## src/rtl/mem_checker_pkg.sv

```systemverilog
// Shared definitions for the memory-checker CSR block: address map, CTRL/STATUS
// bit positions, and the packed parameter/result layouts seen on the core interface.
package mem_checker_pkg;

  localparam int unsigned CTRL_ADDR      = 0;
  localparam int unsigned STATUS_ADDR    = 1;
  localparam int unsigned CSR_1_ADDR     = 2;
  localparam int unsigned CSR_2_ADDR     = 3;
  localparam int unsigned CSR_3_ADDR     = 4;
  localparam int unsigned RES_FIRST_ADDR = 5;
  localparam int unsigned RES_LAST_ADDR  = 14;

  localparam int unsigned CTRL_START_BIT = 0;
  localparam int unsigned CTRL_CLEAR_BIT = 1;

  localparam int unsigned STATUS_BUSY_BIT  = 0;
  localparam int unsigned STATUS_DONE_BIT  = 1;
  localparam int unsigned STATUS_ERROR_BIT = 2;

  // Field order matches the core's packed bus: result_reg in the MSBs.
  typedef struct packed {
    logic [31:0] result_reg;
    logic [31:0] err_cnt_reg;
    logic [31:0] err_addr_reg;
    logic [31:0] err_exp_reg;
    logic [31:0] err_got_reg;
    logic [31:0] wr_cnt_reg;
    logic [31:0] rd_cnt_reg;
    logic [31:0] cycle_cnt_reg;
    logic [31:0] wr_req_reg;
    logic [31:0] rd_req_reg;
  } test_result_t;

  typedef struct packed {
    logic [31:0] csr_1;
    logic [31:0] csr_2;
    logic [31:0] csr_3;
  } test_param_t;

  typedef enum logic [1:0] {StIdle, StRun, StDone} state_e;

  function automatic logic [31:0] be_merge(logic [31:0] old_val, logic [31:0] new_val,
                                           logic [3:0] be);
    logic [31:0] merged;
    merged = old_val;
    for (int b = 0; b < 4; b++) begin
      if (be[b]) merged[8*b +: 8] = new_val[8*b +: 8];
    end
    return merged;
  endfunction

  // Word idx counts from the MSB end, i.e. idx 0 is result_reg.
  function automatic logic [31:0] res_word(test_result_t res, logic [31:0] idx);
    logic [$bits(test_result_t)-1:0] flat;
    flat = res;
    return flat[$bits(test_result_t)-1-32*idx -: 32];
  endfunction

endpackage

```

## src/rtl/mem_checker_csr.sv

```systemverilog
// Avalon-MM CSR slave for the memory checker: test configuration, start/clear
// control, result snapshot on completion, and 1-cycle-latency reads.
module mem_checker_csr #(
  parameter int unsigned ADDR_W  = 4,
  parameter int unsigned DATA_W  = 32,
  parameter int unsigned RES_NUM = 10
) (
  input  logic                      clk_sys_i,
  input  logic                      rst_i,
  input  logic [ADDR_W-1:0]         csr_address_i,
  input  logic                      csr_read_i,
  input  logic                      csr_write_i,
  input  logic [DATA_W-1:0]         csr_writedata_i,
  input  logic [DATA_W/8-1:0]       csr_byteenable_i,
  output logic [DATA_W-1:0]         csr_readdata_o,
  output logic                      csr_readdatavalid_o,
  output logic                      csr_waitrequest_o,
  output logic                      start_o,
  output logic [95:0]               test_param_o,
  input  logic                      test_done_i,
  input  logic [RES_NUM*DATA_W-1:0] test_result_i
);
  import mem_checker_pkg::*;

  state_e       state_q, state_d;
  test_param_t  param_q, param_d;
  test_result_t res_q, res_d;
  logic         start_q, start_d;
  logic [DATA_W-1:0] rdata_q, rdata_d;
  logic         rvalid_q;

  logic [31:0] addr;
  logic        addr_is_res;
  logic        wait_req, wr_acc, rd_acc, ctrl_wr, start_req, clear_req;

  assign addr        = 32'(csr_address_i);
  assign addr_is_res = (addr >= RES_FIRST_ADDR) && (addr <= RES_LAST_ADDR);

  // Stall reads of capture-affected registers during the capture edge so they
  // return the post-capture snapshot one cycle later.
  assign wait_req  = csr_read_i && !csr_write_i && test_done_i &&
                     ((addr == STATUS_ADDR) || addr_is_res);
  assign wr_acc    = csr_write_i && !wait_req;
  assign rd_acc    = csr_read_i && !csr_write_i && !wait_req;
  assign ctrl_wr   = wr_acc && (addr == CTRL_ADDR) && csr_byteenable_i[0];
  assign start_req = ctrl_wr && csr_writedata_i[CTRL_START_BIT];
  assign clear_req = ctrl_wr && csr_writedata_i[CTRL_CLEAR_BIT];

  always_comb begin
    state_d = state_q;
    start_d = 1'b0;
    res_d   = res_q;
    unique case (state_q)
      StIdle: begin
        if (start_req) begin
          state_d = StRun;
          start_d = 1'b1;
        end
      end
      StRun: begin
        if (test_done_i) begin
          state_d = StDone;
          res_d   = test_result_i;
        end
      end
      StDone: begin
        if (start_req) begin
          state_d = StRun;
          start_d = 1'b1;
        end else if (clear_req) begin
          state_d = StIdle;
          res_d   = '0;
        end
      end
      default: state_d = StIdle;
    endcase
  end

  // Configuration is locked while a test runs.
  always_comb begin
    param_d = param_q;
    if (wr_acc && (state_q != StRun)) begin
      if (addr == CSR_1_ADDR) param_d.csr_1 = be_merge(param_q.csr_1, csr_writedata_i,
                                                       csr_byteenable_i);
      if (addr == CSR_2_ADDR) param_d.csr_2 = be_merge(param_q.csr_2, csr_writedata_i,
                                                       csr_byteenable_i);
      if (addr == CSR_3_ADDR) param_d.csr_3 = be_merge(param_q.csr_3, csr_writedata_i,
                                                       csr_byteenable_i);
    end
  end

  always_comb begin
    rdata_d = rdata_q;
    if (rd_acc) begin
      rdata_d = '0;
      if (addr == STATUS_ADDR) begin
        rdata_d[STATUS_BUSY_BIT]  = (state_q == StRun);
        rdata_d[STATUS_DONE_BIT]  = (state_q == StDone);
        rdata_d[STATUS_ERROR_BIT] = res_q.result_reg[0];
      end
      if (addr == CSR_1_ADDR) rdata_d = param_q.csr_1;
      if (addr == CSR_2_ADDR) rdata_d = param_q.csr_2;
      if (addr == CSR_3_ADDR) rdata_d = param_q.csr_3;
      if (addr_is_res) rdata_d = res_word(res_q, addr - RES_FIRST_ADDR);
    end
  end

  always_ff @(posedge clk_sys_i or posedge rst_i) begin
    if (rst_i) begin
      state_q  <= StIdle;
      param_q  <= '0;
      res_q    <= '0;
      start_q  <= 1'b0;
      rdata_q  <= '0;
      rvalid_q <= 1'b0;
    end else begin
      state_q  <= state_d;
      param_q  <= param_d;
      res_q    <= res_d;
      start_q  <= start_d;
      rdata_q  <= rdata_d;
      rvalid_q <= rd_acc;
    end
  end

  assign csr_readdata_o      = rdata_q;
  assign csr_readdatavalid_o = rvalid_q;
  assign csr_waitrequest_o   = wait_req;
  assign start_o             = start_q;
  assign test_param_o        = param_q;

endmodule

```

## config.mk

```make
export PLATFORM = sky130hd
export DESIGN_NAME = mem_checker_csr
export DESIGN_NICKNAME = d
export VERILOG_FILES = /design/src/rtl/mem_checker_pkg.sv /design/src/rtl/mem_checker_csr.sv
export SDC_FILE = /design/constraint.sdc
export NUM_CORES = 1
export LEC_CHECK = 0
export ABC_AREA = 1
export CORE_UTILIZATION = 38
export DETAILED_ROUTE_END_ITERATION = 8
export PLACE_DENSITY = 0.69
export SLEW_MARGIN = 5
export SYNTH_ARGS = -nofsm -noshare
export SYNTH_HDL_FRONTEND = slang
export SYNTH_SLANG_ARGS = --single-unit
```

## constraint.sdc

```tcl
create_clock -name clk_sys_i -period 15.7 [get_ports clk_sys_i]
set_input_delay 3.14 -clock clk_sys_i [delete_from_list [all_inputs] [get_ports clk_sys_i]]
set_output_delay 3.14 -clock clk_sys_i [all_outputs]
set_load 0.005 [all_outputs]
```

==> key figures <==
Run status
  • Status: finished clean

Routing
  • Via count: 20600
  • WL/cell: 20.31 um
  • First-iteration detailed-routing DRC count: 1592
  • Drt drc: 0
  • Routed wire length: 81.73 mm
  • Detailed-router iteration count before antenna repair: 6
  • Vias per cell: 5.118
  • Final ANT Viol Nets: 0

Synthesis
  • Mean Syn Cell Area: 8.126 um2
  • Synth area leader: dfrtp_1
  • Top-area cell type share of the netlist area: 0.4903
  • FF+latch count, synth: 452
  • Mapped Area: 23070 um2
  • Area contributors post-synth: dfrtp_1 49%, nand3_1 11%, nand2_1 10%, inv_1 6.2%, o21ai_1 4.4%
  • Synthesized instance count: 2839
  • Synthesized Nets: 3210
  • Register area share after synthesis: 0.4903
  • Synth warnings: 0
  • Distinct cell type count after synthesis: 30

Die
  • Die Span X: 248.4 um
  • # IOs: 496
  • Core box area: 59460 um2
  • Die height: 248.4 um
  • Die ar.: 61700 um2
  • Starting Density: 0.3880
  • Site Rows: 89

CTS
  • Clock Latency Late Sink: 600 ps
  • CTS tree: yes
  • Clock Sinks: 452
  • Clk buf depth: 3
  • CTS root buffer: clkbuf_16
  • H-Tree Depth: 2
  • Hold buffers post-CTS: 0
  • Clock slew at the register clock pins of the worst setup and hold paths: 60 ps
  • Total CTS buffers: 50
  • Setup Buffers After CTS: 0
  • PostCTS Resize Cnt: 0

Timing
  • Fin Clk Skew: 16.33 ps
  • Crit share post-route: 0.5830
  • Max Slew Vio Count: 0
  • Slew at the pin with the worst max-slew slack: 1152 ps
  • Maximum clock rate: 0.1093 GHz
  • Fin crit period: 9153 ps
  • Slew margin rel.: 0.2309
  • Setup_tns: 0 ps
  • Final setup fails: 0
  • Final Hold Viols: 0
  • RSZ-0062 raised after global routing: false

Run
  • Max-Cap Viols: 0

Power
  • Pwr dens: 125.1 nW/um2
  • Worst vdd ir: 0.06576 mV
  • LEAKAGE: 13.82 nW

Setup path
  • Startpoint Class: input port
  • Critical path required time: 12560 ps
  • CP arrival: 6010 ps
  • Worst Setup End Kind: output port
  • CP Class: input port to output port
  • Crit path max fanout: 78

Place
  • DP HPWL: 58.07 mm
  • Placed insts: 3933
  • Port Buffers: 495
  • Placer Congestion: 0.8677

Worst hold path
  • Hold Crit Class: register to register

GRT
  • GRT Residual Overflow: 0
  • Pin count of the biggest net entering global routing: 115
  • Antenna violations before repair: 6
  • Vias in the first global route: 20050
  • First-pass GRT wire length: 121.9 mm
  • Gr usage total: 0.2614

Finish
  • Final non-filler cell total: 4025
  • Nets: 3583
  • P&R area growth vs syn: 28.88%
  • Layout cells sized above 1: 0.09578
==> critical path, cell delays in order <==
cell and delay [ps]:
clkbuf_8 280, inv_4 580, ha_1 290, inv_1 90
nand4_1 90, nand2_2 400, nand2_1 190, nand2_1 100
nor2_1 230, clkdlybuf4s50_1 550
==> per-layer routing <==
layer | GRT usage | wire [um] | vias up
met5 | 0 | 37 | -
met4 | 0.08841 | 2800 | 6
met3 | 0.04212 | 4860 | 138
met2 | 0.4042 | 37430 | 670
met1 | 0.3713 | 36600 | 9877
li1 | - | - | 9907
==> cell type report <==
type	instances	area (um2)
diodes	5	12.51
clock buffers	77	1506
clock inverters	10	100.1
fillers	5716	29730
inverters	386	1463
multi-input cells	1804	9240
flip-flops and latches	452	11310
well taps	773	967.2
repair buffers	518	5131
==> report_power, final <==
part | leakage, nW | internal, mW | switching, mW
clock network | 0.795 | 0.688 | 0.487
registers | 5.52 | 1.43 | 0.113
logic | 7.50 | 0.435 | 0.566
total | 13.8 | 2.55 | 1.17
==> synthesized netlist by cell type <==
| master | count |
|---|---|
| a21oi_1 | 46 |
| and2_1 | 1 |
| buf_1 | 14 |
| buf_2 | 75 |
| buf_4 | 12 |
| buf_6 | 13 |
| buf_8 | 11 |
| clkbuf_1 | 72 |
| dfrtp_1 | 452 |
| ha_1 | 6 |
| inv_1 | 382 |
| inv_2 | 4 |
| mux2_2 | 87 |
| nand2_1 | 622 |
| nand2_2 | 4 |
| nand3_1 | 496 |
| nand3_2 | 1 |
| nand4_1 | 4 |
| nand4_2 | 1 |
| nor2_1 | 124 |
| nor2_2 | 10 |
| nor2_8 | 1 |
| nor3_1 | 1 |
| o211ai_1 | 32 |
| o21a_4 | 1 |
| o21ai_0 | 63 |
| o21ai_1 | 201 |
| o21ai_2 | 101 |
| o22ai_1 | 1 |
| o32ai_1 | 1 |
==> cells by family (layout without fill, tap and decap cells) <==
| family | count (synthesis) | count (layout) | synth area share |
|---|---|---|---|
| other | 0 | 5 | 0 |
| adder cells (fa/ha/maj) | 6 | 6 | 0.003254 |
| flip-flops | 452 | 452 | 0.4903 |
| multiplexers | 87 | 87 | 0.04247 |
| AO/OA/AOI/OAI | 446 | 446 | 0.1173 |
| buffers and inverters | 583 | 991 | 0.1105 |
| AND/OR/NAND/NOR | 1265 | 1265 | 0.2362 |
==> layout by cell type (no fill, tap or decap), types with 2 or more instances in the layout <==
cell / n
clkdlybuf4s50_1: 494
nor2_1: 122
mux2_2: 87
nand3_1: 496
o21ai_0: 63
nand2_2: 4
bufinv_16: 2
nand2_1: 622
a21oi_1: 46
inv_1: 380
o21ai_2: 100
diode_2: 5
buf_4: 23
o211ai_1: 32
inv_2: 3
clkbuf_16: 53
clkbuf_8: 10
clkinv_2: 8
o21ai_1: 201
clkbuf_1: 15
nor2_2: 11
dfrtp_1: 452
ha_1: 5
nand4_1: 4
==> flip-flops by register name, indices dropped and copies added, names as in the netlist <==
signal and flops:
res_q 320, test_param_o 96, csr_readdata_o 32, state_q 2, csr_readdatavalid_o 1, start_o 1
==> through the flow <==
step | setup slack (ps) | util | hold slack [ps] | total power [mW] | instance area, um2
final | 6547 | 0.5000 | 504.4 | 3.720 | 29730
after global routing | 6332 | 0.4999 | 526.7 | 3.918 | 29730
after CTS | 6529 | 0.4998 | 511.5 | 3.745 | 29720
after detailed placement | 6521 | 0.4728 | 489.5 | 2.567 | 28110
after global placement | 6522 | 0.4728 | 481.7 | 2.543 | 28110
after floorplan | 6447 | - | 447.2 | 2.100 | 23070
==> path summary, 6_finish.rpt <==
kind                            slack [ps]           endpoint             start  cells past startpoint
worst max-delay path                  6550  csr_waitrequest_o  csr_address_i[0]                     10
worst min-delay path                   500            start_o        state_q[0]                      1
worst max register to register       11480          res_q[62]        state_q[0]                      8
worst min register to register         500            start_o        state_q[0]                      1
max in group asynchronous             9490         res_q[111]             rst_i                      6
min in group asynchronous             3200   test_param_o[88]             rst_i                      3
(Power assumes the default switching activity.)
